===== src/rtl/cpu_defs.sv =====
// Shared core definitions for the uncached data-bus path.
// Holds the write-buffer entry layout and controller state encoding.
`ifndef UNCACHED_WBUF_DEPTH
`define UNCACHED_WBUF_DEPTH 4
`endif

package cpu_defs;

  localparam int UC_ADDR_W     = 32;
  localparam int UC_WBUF_DEPTH = `UNCACHED_WBUF_DEPTH;

  typedef struct packed {
    logic [UC_ADDR_W-3:0] addr;
    logic [31:0]          wrdata;
    logic [3:0]           byteenable;
  } uncached_wbuf_entry_t;

  typedef enum logic [1:0] {
    IDLE,
    RD,
    RESP
  } uc_state_t;

endpackage


===== src/rtl/uncached_wbuf_fifo.sv =====
// Posted-store buffer for uncached writes.
// Plain synchronous FIFO; head entry stays put until popped.
module uncached_wbuf_fifo
  import cpu_defs::*;
#(
  parameter  int DEPTH = UC_WBUF_DEPTH,
  localparam int PW    = $clog2(DEPTH)
) (
  input  logic                 clk,
  input  logic                 rst_n,
  input  logic                 i_push,
  input  uncached_wbuf_entry_t i_din,
  input  logic                 i_pop,
  output uncached_wbuf_entry_t o_head,
  output logic                 o_full,
  output logic                 o_empty,
  output logic [PW:0]          o_count
);

  uncached_wbuf_entry_t r_mem [DEPTH];
  logic [PW-1:0]        r_wptr;
  logic [PW-1:0]        r_rptr;
  logic [PW:0]          r_count;
  logic                 w_push;
  logic                 w_pop;

  assign o_full  = (r_count == (PW+1)'(DEPTH));
  assign o_empty = (r_count == '0);
  assign o_count = r_count;
  assign o_head  = r_mem[r_rptr];
  assign w_push  = i_push & ~o_full;
  assign w_pop   = i_pop & ~o_empty;

  always_ff @(posedge clk or negedge rst_n) begin
    if (!rst_n) begin
      r_wptr  <= '0;
      r_rptr  <= '0;
      r_count <= '0;
    end else begin
      if (w_push) r_wptr <= r_wptr + 1'b1;
      if (w_pop)  r_rptr <= r_rptr + 1'b1;
      if (w_push && !w_pop)
        r_count <= r_count + (PW+1)'(1);
      else if (w_pop && !w_push)
        r_count <= r_count - (PW+1)'(1);
    end
  end

  // Storage needs no reset: a zero count marks every slot invalid.
  always_ff @(posedge clk) begin
    if (w_push) r_mem[r_wptr] <= i_din;
  end

endmodule


===== src/rtl/dbus_uncached_ctrl.sv =====
// Uncached dbus sequencer: posted stores, loads ordered behind
// the store buffer so MMIO side effects happen in program order.
module dbus_uncached_ctrl
  import cpu_defs::*;
#(
  parameter  int DEPTH  = UC_WBUF_DEPTH,
  parameter  int ADDR_W = UC_ADDR_W,
  localparam int PW     = $clog2(DEPTH)
) (
  input  logic              clk,
  input  logic              rst_n,
  input  logic              req_read,
  input  logic              req_write,
  input  logic [ADDR_W-1:0] req_address,
  input  logic [31:0]       req_wrdata,
  input  logic [3:0]        req_byteenable,
  output logic              stall,
  output logic [31:0]       rddata,
  output logic              bus_read,
  output logic              bus_write,
  output logic [ADDR_W-1:0] bus_address,
  output logic [31:0]       bus_wrdata,
  output logic [3:0]        bus_byteenable,
  input  logic              bus_stall,
  input  logic [31:0]       bus_rddata,
  output logic              wb_empty
);

  uc_state_t            r_state;
  uc_state_t            w_next;
  logic [31:0]          r_rddata;
  logic                 w_push;
  logic                 w_pop;
  logic                 w_rd_done;
  logic                 w_full;
  logic                 w_empty;
  logic [PW:0]          w_count;
  uncached_wbuf_entry_t w_din;
  uncached_wbuf_entry_t w_head;

  assign w_din.addr       = req_address[ADDR_W-1:2];
  assign w_din.wrdata     = req_wrdata;
  assign w_din.byteenable = req_byteenable;

  uncached_wbuf_fifo #(
    .DEPTH (DEPTH)
  ) u_wbuf (
    .clk     (clk),
    .rst_n   (rst_n),
    .i_push  (w_push),
    .i_din   (w_din),
    .i_pop   (w_pop),
    .o_head  (w_head),
    .o_full  (w_full),
    .o_empty (w_empty),
    .o_count (w_count)
  );

  // The RESP cycle keeps the bus quiet so the load result is isolated.
  assign bus_write = ~w_empty & (r_state != RESP);
  assign w_pop     = bus_write & ~bus_stall;
  assign wb_empty  = (w_count == '0) & (r_state == IDLE);
  assign rddata    = r_rddata;

  always_comb begin
    bus_address    = '0;
    bus_wrdata     = '0;
    bus_byteenable = '0;
    if (bus_write) begin
      bus_address    = {w_head.addr, 2'b00};
      bus_wrdata     = w_head.wrdata;
      bus_byteenable = w_head.byteenable;
    end else if (bus_read) begin
      bus_address = req_address;
    end
  end

  always_comb begin
    w_next    = r_state;
    stall     = 1'b0;
    bus_read  = 1'b0;
    w_push    = 1'b0;
    w_rd_done = 1'b0;
    unique case (r_state)
      IDLE: begin
        if (req_read) begin
          w_next = RD;
          stall  = 1'b1;
        end else if (req_write) begin
          if (w_full) stall  = 1'b1;
          else        w_push = 1'b1;
        end
      end
      RD: begin
        stall = 1'b1;
        if (w_empty) begin
          bus_read = 1'b1;
          if (!bus_stall) begin
            w_rd_done = 1'b1;
            w_next    = RESP;
          end
        end
      end
      RESP: w_next = IDLE;
      default: w_next = IDLE;
    endcase
  end

  always_ff @(posedge clk or negedge rst_n) begin
    if (!rst_n) begin
      r_state  <= IDLE;
      r_rddata <= '0;
    end else begin
      r_state <= w_next;
      if (w_rd_done) r_rddata <= bus_rddata;
    end
  end

endmodule


===== config.mk =====
export PLATFORM = sky130hd
export DESIGN_NAME = dbus_uncached_ctrl
export DESIGN_NICKNAME = d
export VERILOG_FILES = /design/src/rtl/cpu_defs.sv /design/src/rtl/uncached_wbuf_fifo.sv /design/src/rtl/dbus_uncached_ctrl.sv
export SDC_FILE = /design/constraint.sdc
export NUM_CORES = 1
export LEC_CHECK = 0
export CAP_MARGIN = 20
export CORE_ASPECT_RATIO = 1.25
export CORE_MARGIN = 4
export CORE_UTILIZATION = 45
export CTS_BUF_LIST = sky130_fd_sc_hd__clkbuf_8
export CTS_CLUSTER_SIZE = 20
export DETAILED_ROUTE_END_ITERATION = 6
export DONT_BUFFER_PORTS = 1
export GPL_TIMING_DRIVEN = 0
export SETUP_SLACK_MARGIN = 0.3
export SLEW_MARGIN = 40
export SYNTH_ARGS = -nofsm -noshare
export SYNTH_HDL_FRONTEND = slang
export SYNTH_SLANG_ARGS = --single-unit

===== constraint.sdc =====
create_clock -name clk -period 8.2 [get_ports clk]
set_input_delay 1.64 -clock clk [delete_from_list [all_inputs] [get_ports clk]]
set_output_delay 1.64 -clock clk [all_outputs]
set_load 0.1 [all_outputs]

Word level (Yosys, flattened, before mapping). Memories as Yosys holds them, arrays and structs flattened. Cells that the tools add are included.

Bits in registers: 41. Bits in writable memories: 264. Bits of input ports: 105. Output and inout port bits: 104. Word-level logic and storage cells: 57. Memories kept: 1.

Add/subtract/negate cells: 4. Eq/ne operators: 6. Multiplexer cells: 25. Bitwise logic cells: 8. Reduce and logical (&&, ||, !) cells: 8.

Memories: u_wbuf.r_mem (depth 4, bits a word 66, rd ports 1, clocked after memory_dff 0, write ports 1, line uncached_wbuf_fifo.sv:20) `uncached_wbuf_entry_t r_mem [DEPTH];`.

Operator list (number): $mux W32 (3); $mux W1 (14); $mux W2 (3); $mux W3 (2); $ne A2 B2 Y1 const B (3); $and A1 B1 Y1 (5); $add A2 B1 Y2 const B (2); $mux W4 (1); $pmux W2 S2 (1); $add A3 B1 Y3 const B (1); $eq A3 B3 Y1 const B (1); $logic_not A3 Y1 (1); $not A1 Y1 (3); $reduce_and A3 Y1 (1); $sub A3 B1 Y3 const B (1); $eq A2 B1 Y1 const B (1); $logic_and A1 B1 Y1 (2); $logic_not A1 Y1 (2); $logic_not A2 Y1 (1); $ne A2 B1 Y1 const B (1); $pmux W1 S2 (1); $reduce_bool A2 Y1 (1).

Longest topological paths before layout.
Depth after elaboration: 10. Depth in mapped cells: 9. Gate-level depth less buffers: 9.

Cells and area by module. From an unflattened synthesis, not the netlist that was laid out.

Cells, all modules: 656. Area total of the unflattened synthesis: 12688.4 um2.

By module, submodules not included: uncached_wbuf_fifo (times used 1, cells an instance 381, area each 9962.1 um2, sequential area each 8102.8 um2); dbus_uncached_ctrl (times used 1, cells an instance 275, area each 2726.4 um2, sequential area each 850.8 um2).

Worst setup path after synthesis. Ideal clock, no wire load.

Path type: in2out. From: input port req_write. To: output port stall. Data arrival time: 3.201 ns. Data required time: 6.560 ns. Slack: 3.359 ns. Cell stages on the path: 2. Path buffers: 0. Cells stage by stage: nand3_1 a21oi_1.

Longest elaborated chain between the ends: 3.

RTL lines: start, declared (line dbus_uncached_ctrl.sv:13) `input logic req_write,`; $mux W1 (line dbus_uncached_ctrl.sv:89) `end else if (req_write) begin`; $mux W1 (line dbus_uncached_ctrl.sv:86) `if (req_read) begin`; $pmux W1 S2 (line dbus_uncached_ctrl.sv:84) `unique case (r_state)`; end, declared (line dbus_uncached_ctrl.sv:17) `output logic stall,`.

No other way between the ends.

Worst setup path after layout.
From: register r_state[1]. To: output port bus_wrdata[9].

Longest elaborated chain between the ends: 3.

RTL lines: start, declared (line dbus_uncached_ctrl.sv:29) `uc_state_t r_state;`; start signal, assigned (line dbus_uncached_ctrl.sv:114) `r_state <= w_next;`; $ne A2 B2 Y1 (line dbus_uncached_ctrl.sv:60) `assign bus_write = ~w_empty & (r_state != RESP);`; $and A1 B1 Y1 (line dbus_uncached_ctrl.sv:60); $mux W32 (line dbus_uncached_ctrl.sv:69) `if (bus_write) begin`; end, declared (line dbus_uncached_ctrl.sv:22) `output logic [31:0] bus_wrdata,`.

No other way between the ends.

==> results.sh <==
export IMPL_status="completed"
export IMPL_synth_adder_area_share=0.00698
export IMPL_slowest_delay_ns=0.58
export IMPL_cp_arrival_ns=2.93
export IMPL_overflow=0
export IMPL_vias=5410
export IMPL_ant_nets=0
export IMPL_routed_wl_um=23400
export IMPL_postSynthAreaPerCell_um2=21.9
export IMPL_maxSlewViolCount=0
export IMPL_dp_cells=894
export IMPL_drc=0
export IMPL_coreArea_um2=26000
export IMPL_crit_family="simple AND/OR/NAND/NOR gates"
export IMPL_fin_nets=714
export IMPL_path_buf_inv=2
export IMPL_tightest_slew_ns=0.748
export IMPL_path_clk_slew_ns=0.06
export IMPL_r2r_start="r_state[1]"
export IMPL_synth_most_common_cell="edfxtp_1"
export IMPL_yosysTopAreaCellShare=0.670
export IMPL_relSlewSlack=0.501
export IMPL_synth_main_ff_cell="edfxtp_1"
export IMPL_rsz0062_at_grt="false"
export IMPL_synthTopCellsByArea="edfxtp_1 67%, mux4_2 13%, dfrtp_1 8.7%"
export IMPL_finalHoldViolCount=0
export IMPL_startpoint="r_state[1]"
export IMPL_wl_per_cell_um=24.0
export IMPL_rows=66
export IMPL_numCtsBuffers=47
export IMPL_die_area_um2=29000
export IMPL_netlist_top_cells_count="264 x edfxtp_1, 66 x mux4_2, 42 x and2_1"
export IMPL_synth_simple_area_share=0.0322
export IMPL_grt_use_total=0.163
export IMPL_mappedNetlistArea_um2=11800
export IMPL_worst_path_max_delay_cell="and2_2"
export IMPL_synth_xor_area_share=0.00444
export IMPL_min_period_ns=4.57
export IMPL_finClkSkew_ns=0.0186
export IMPL_synth_edff_count=264
export IMPL_max_freq_ghz=0.219
export IMPL_dieWidth_um=153
export IMPL_end_kind="output port"
export IMPL_grt_pass1_wl_um=36800
export IMPL_drive_gt1_frac=0.463
export IMPL_cts_buffer_depth=3
export IMPL_setup_viol=0
export IMPL_setup_tns_ns=0
export IMPL_holdBufCountCts=0
export IMPL_worstPathRequired_ns=6.56
export IMPL_grt_start_max_net_pins=42
export IMPL_criticalPathCategory="register to output port"
export IMPL_ios=209
export IMPL_die_y_um=189
export IMPL_drt_initial_drc_count=350
export IMPL_synthCells=540
export IMPL_synth_top_family_by_area="multiplexers"
export IMPL_place_hpwl_um=15400
export IMPL_worstHoldStart="u_wbuf.r_wptr[1]"
export IMPL_start_kind="register"
export IMPL_initial_core_util=0.455
export IMPL_critical_path_max_fanout=10
export IMPL_ys_async_sr_fraction=0.134
export IMPL_gp_congestion=0.717
export IMPL_diodes=0
export IMPL_synthToLayoutAreaGrowth_pct=14.4
export IMPL_cts_setup_buffers=0
export IMPL_tritoncts="yes"
export IMPL_synth_mux_area_frac=0.159
export IMPL_hp_class="register to register"
export IMPL_period_share=0.557
export IMPL_ctsResizeCount=0
export IMPL_ys_seq_area_frac=0.756
export IMPL_synth_net_count=651
export IMPL_clock_sinks=305
export IMPL_ys_ff_latch=305
export IMPL_stdcell_count=977
export IMPL_synth_compound_area_frac=0.0247
export IMPL_clk_latency_ns=0.55
export IMPL_portBuffers=0
export IMPL_first_pass_iters=4
export IMPL_synth_cell_types=29
export IMPL_vias_per_cell=5.54
export IMPL_path_cells="nor2b_1 -> nor2_1 -> buf_2 -> clkbuf_1 -> and2_2"
export IMPL_cts_root_buf="clkbuf_8"
export IMPL_maxCapViolations=0
export IMPL_antenna_found_initial=0
export IMPL_ctsHtreeMaxLevel=2
export IMPL_ys_warn_count=0
export IMPL_grt_pass1_vias=6233
export IMPL_yosys_area_top_type="edfxtp_1"
cells by family (layout without fill, tap and decap cells):
| kind of cell | after synthesis | in the layout |
|---|---|---|
| muxes | 100 | 100 |
| adders and majority gates | 6 | 6 |
| DFF | 305 | 305 |
| xor gates and xnor gates | 6 | 6 |
| buffers and inverters | 34 | 131 |
| AOI/OAI and AO/OA | 33 | 33 |
| and+or+nand+nor | 56 | 56 |
worst paths after layout:
| path | cells after the start | slack, ns | to |
|---|---|---|---|
| max | 5 | 3.63 | bus_wrdata[9] |
| min | 1 | 0.57 | u_wbuf.r_wptr[1] |
| max reg2reg | 8 | 5.65 | u_wbuf.o_count[2] |
| min reg2reg | 1 | 0.57 | u_wbuf.r_wptr[1] |
| max in group asynchronous | 0 | 7.31 | rddata[14] |
| min in group asynchronous | 0 | 0.79 | rddata[31] |
stage by stage:
step | cell area (um2) | setup WS [ns] | hold WS [ns] | utilization
global placement | 12300 | 2.41 | 0.543 | 0.471
global route | 13500 | 3.40 | 0.613 | 0.521
detailed placement | 12700 | 4.15 | 0.565 | 0.487
CTS | 13500 | 3.55 | 0.578 | 0.520
finish | 13500 | 3.63 | 0.572 | 0.521
floorplan | 11800 | 3.36 | 0.534 | -
final cells by class:
cell class | instances | area [um2]
fill | 2087 | 12500
sequential | 305 | 8990
multi-input combinational | 201 | 2800
clock buffer | 50 | 688
tap | 340 | 425
timing repair buffer | 14 | 278
buffer | 28 | 173
clock inverter | 33 | 163
inverter | 6 | 22.5
cell usage in the layout (no fill, tap or decap), types with 4 or more instances in the layout:
cell type and n:
a22o_2 30, and2_2 38, and2_4 4, buf_12 8, buf_16 4, buf_2 8, buf_6 6, clkbuf_1 10
clkbuf_8 50, clkinv_1 7, dfrtp_1 11, dfrtp_2 30, edfxtp_1 264, ha_1 5, inv_1 26, mux2_2 31
mux4_2 66, nor2_1 4, xor2_1 4
state kept, by name, indices dropped and copies added (netlist names):
register	flops
r_state	2
u_wbuf.o_count	3
rddata	32
u_wbuf.r_mem	264
u_wbuf.r_wptr	2
u_wbuf.r_rptr	2
worst register-to-register path, cell delays in order (launching register included):
cell	delay, ns
dfrtp_1	0.49
or4b_1	0.60
a21oi_4	0.25
ha_1	0.24
inv_1	0.06
fa_1	0.38
xor2_1	0.18
nor2_1	0.11
xor2_1	0.16
metal layers:
layer / wire length (um) / vias to the layer above / global-route usage
li1: - / 2333 / -
met1: 8870 / 2849 / 0.199
met2: 12100 / 208 / 0.279
met3: 2190 / 20 / 0.0615
met4: 246 / 0 / 0.0387
met5: 0 / - / 0
Power is not shown: default switching activity piles up to over one toggle a cycle in this logic, so the estimate is an artifact.
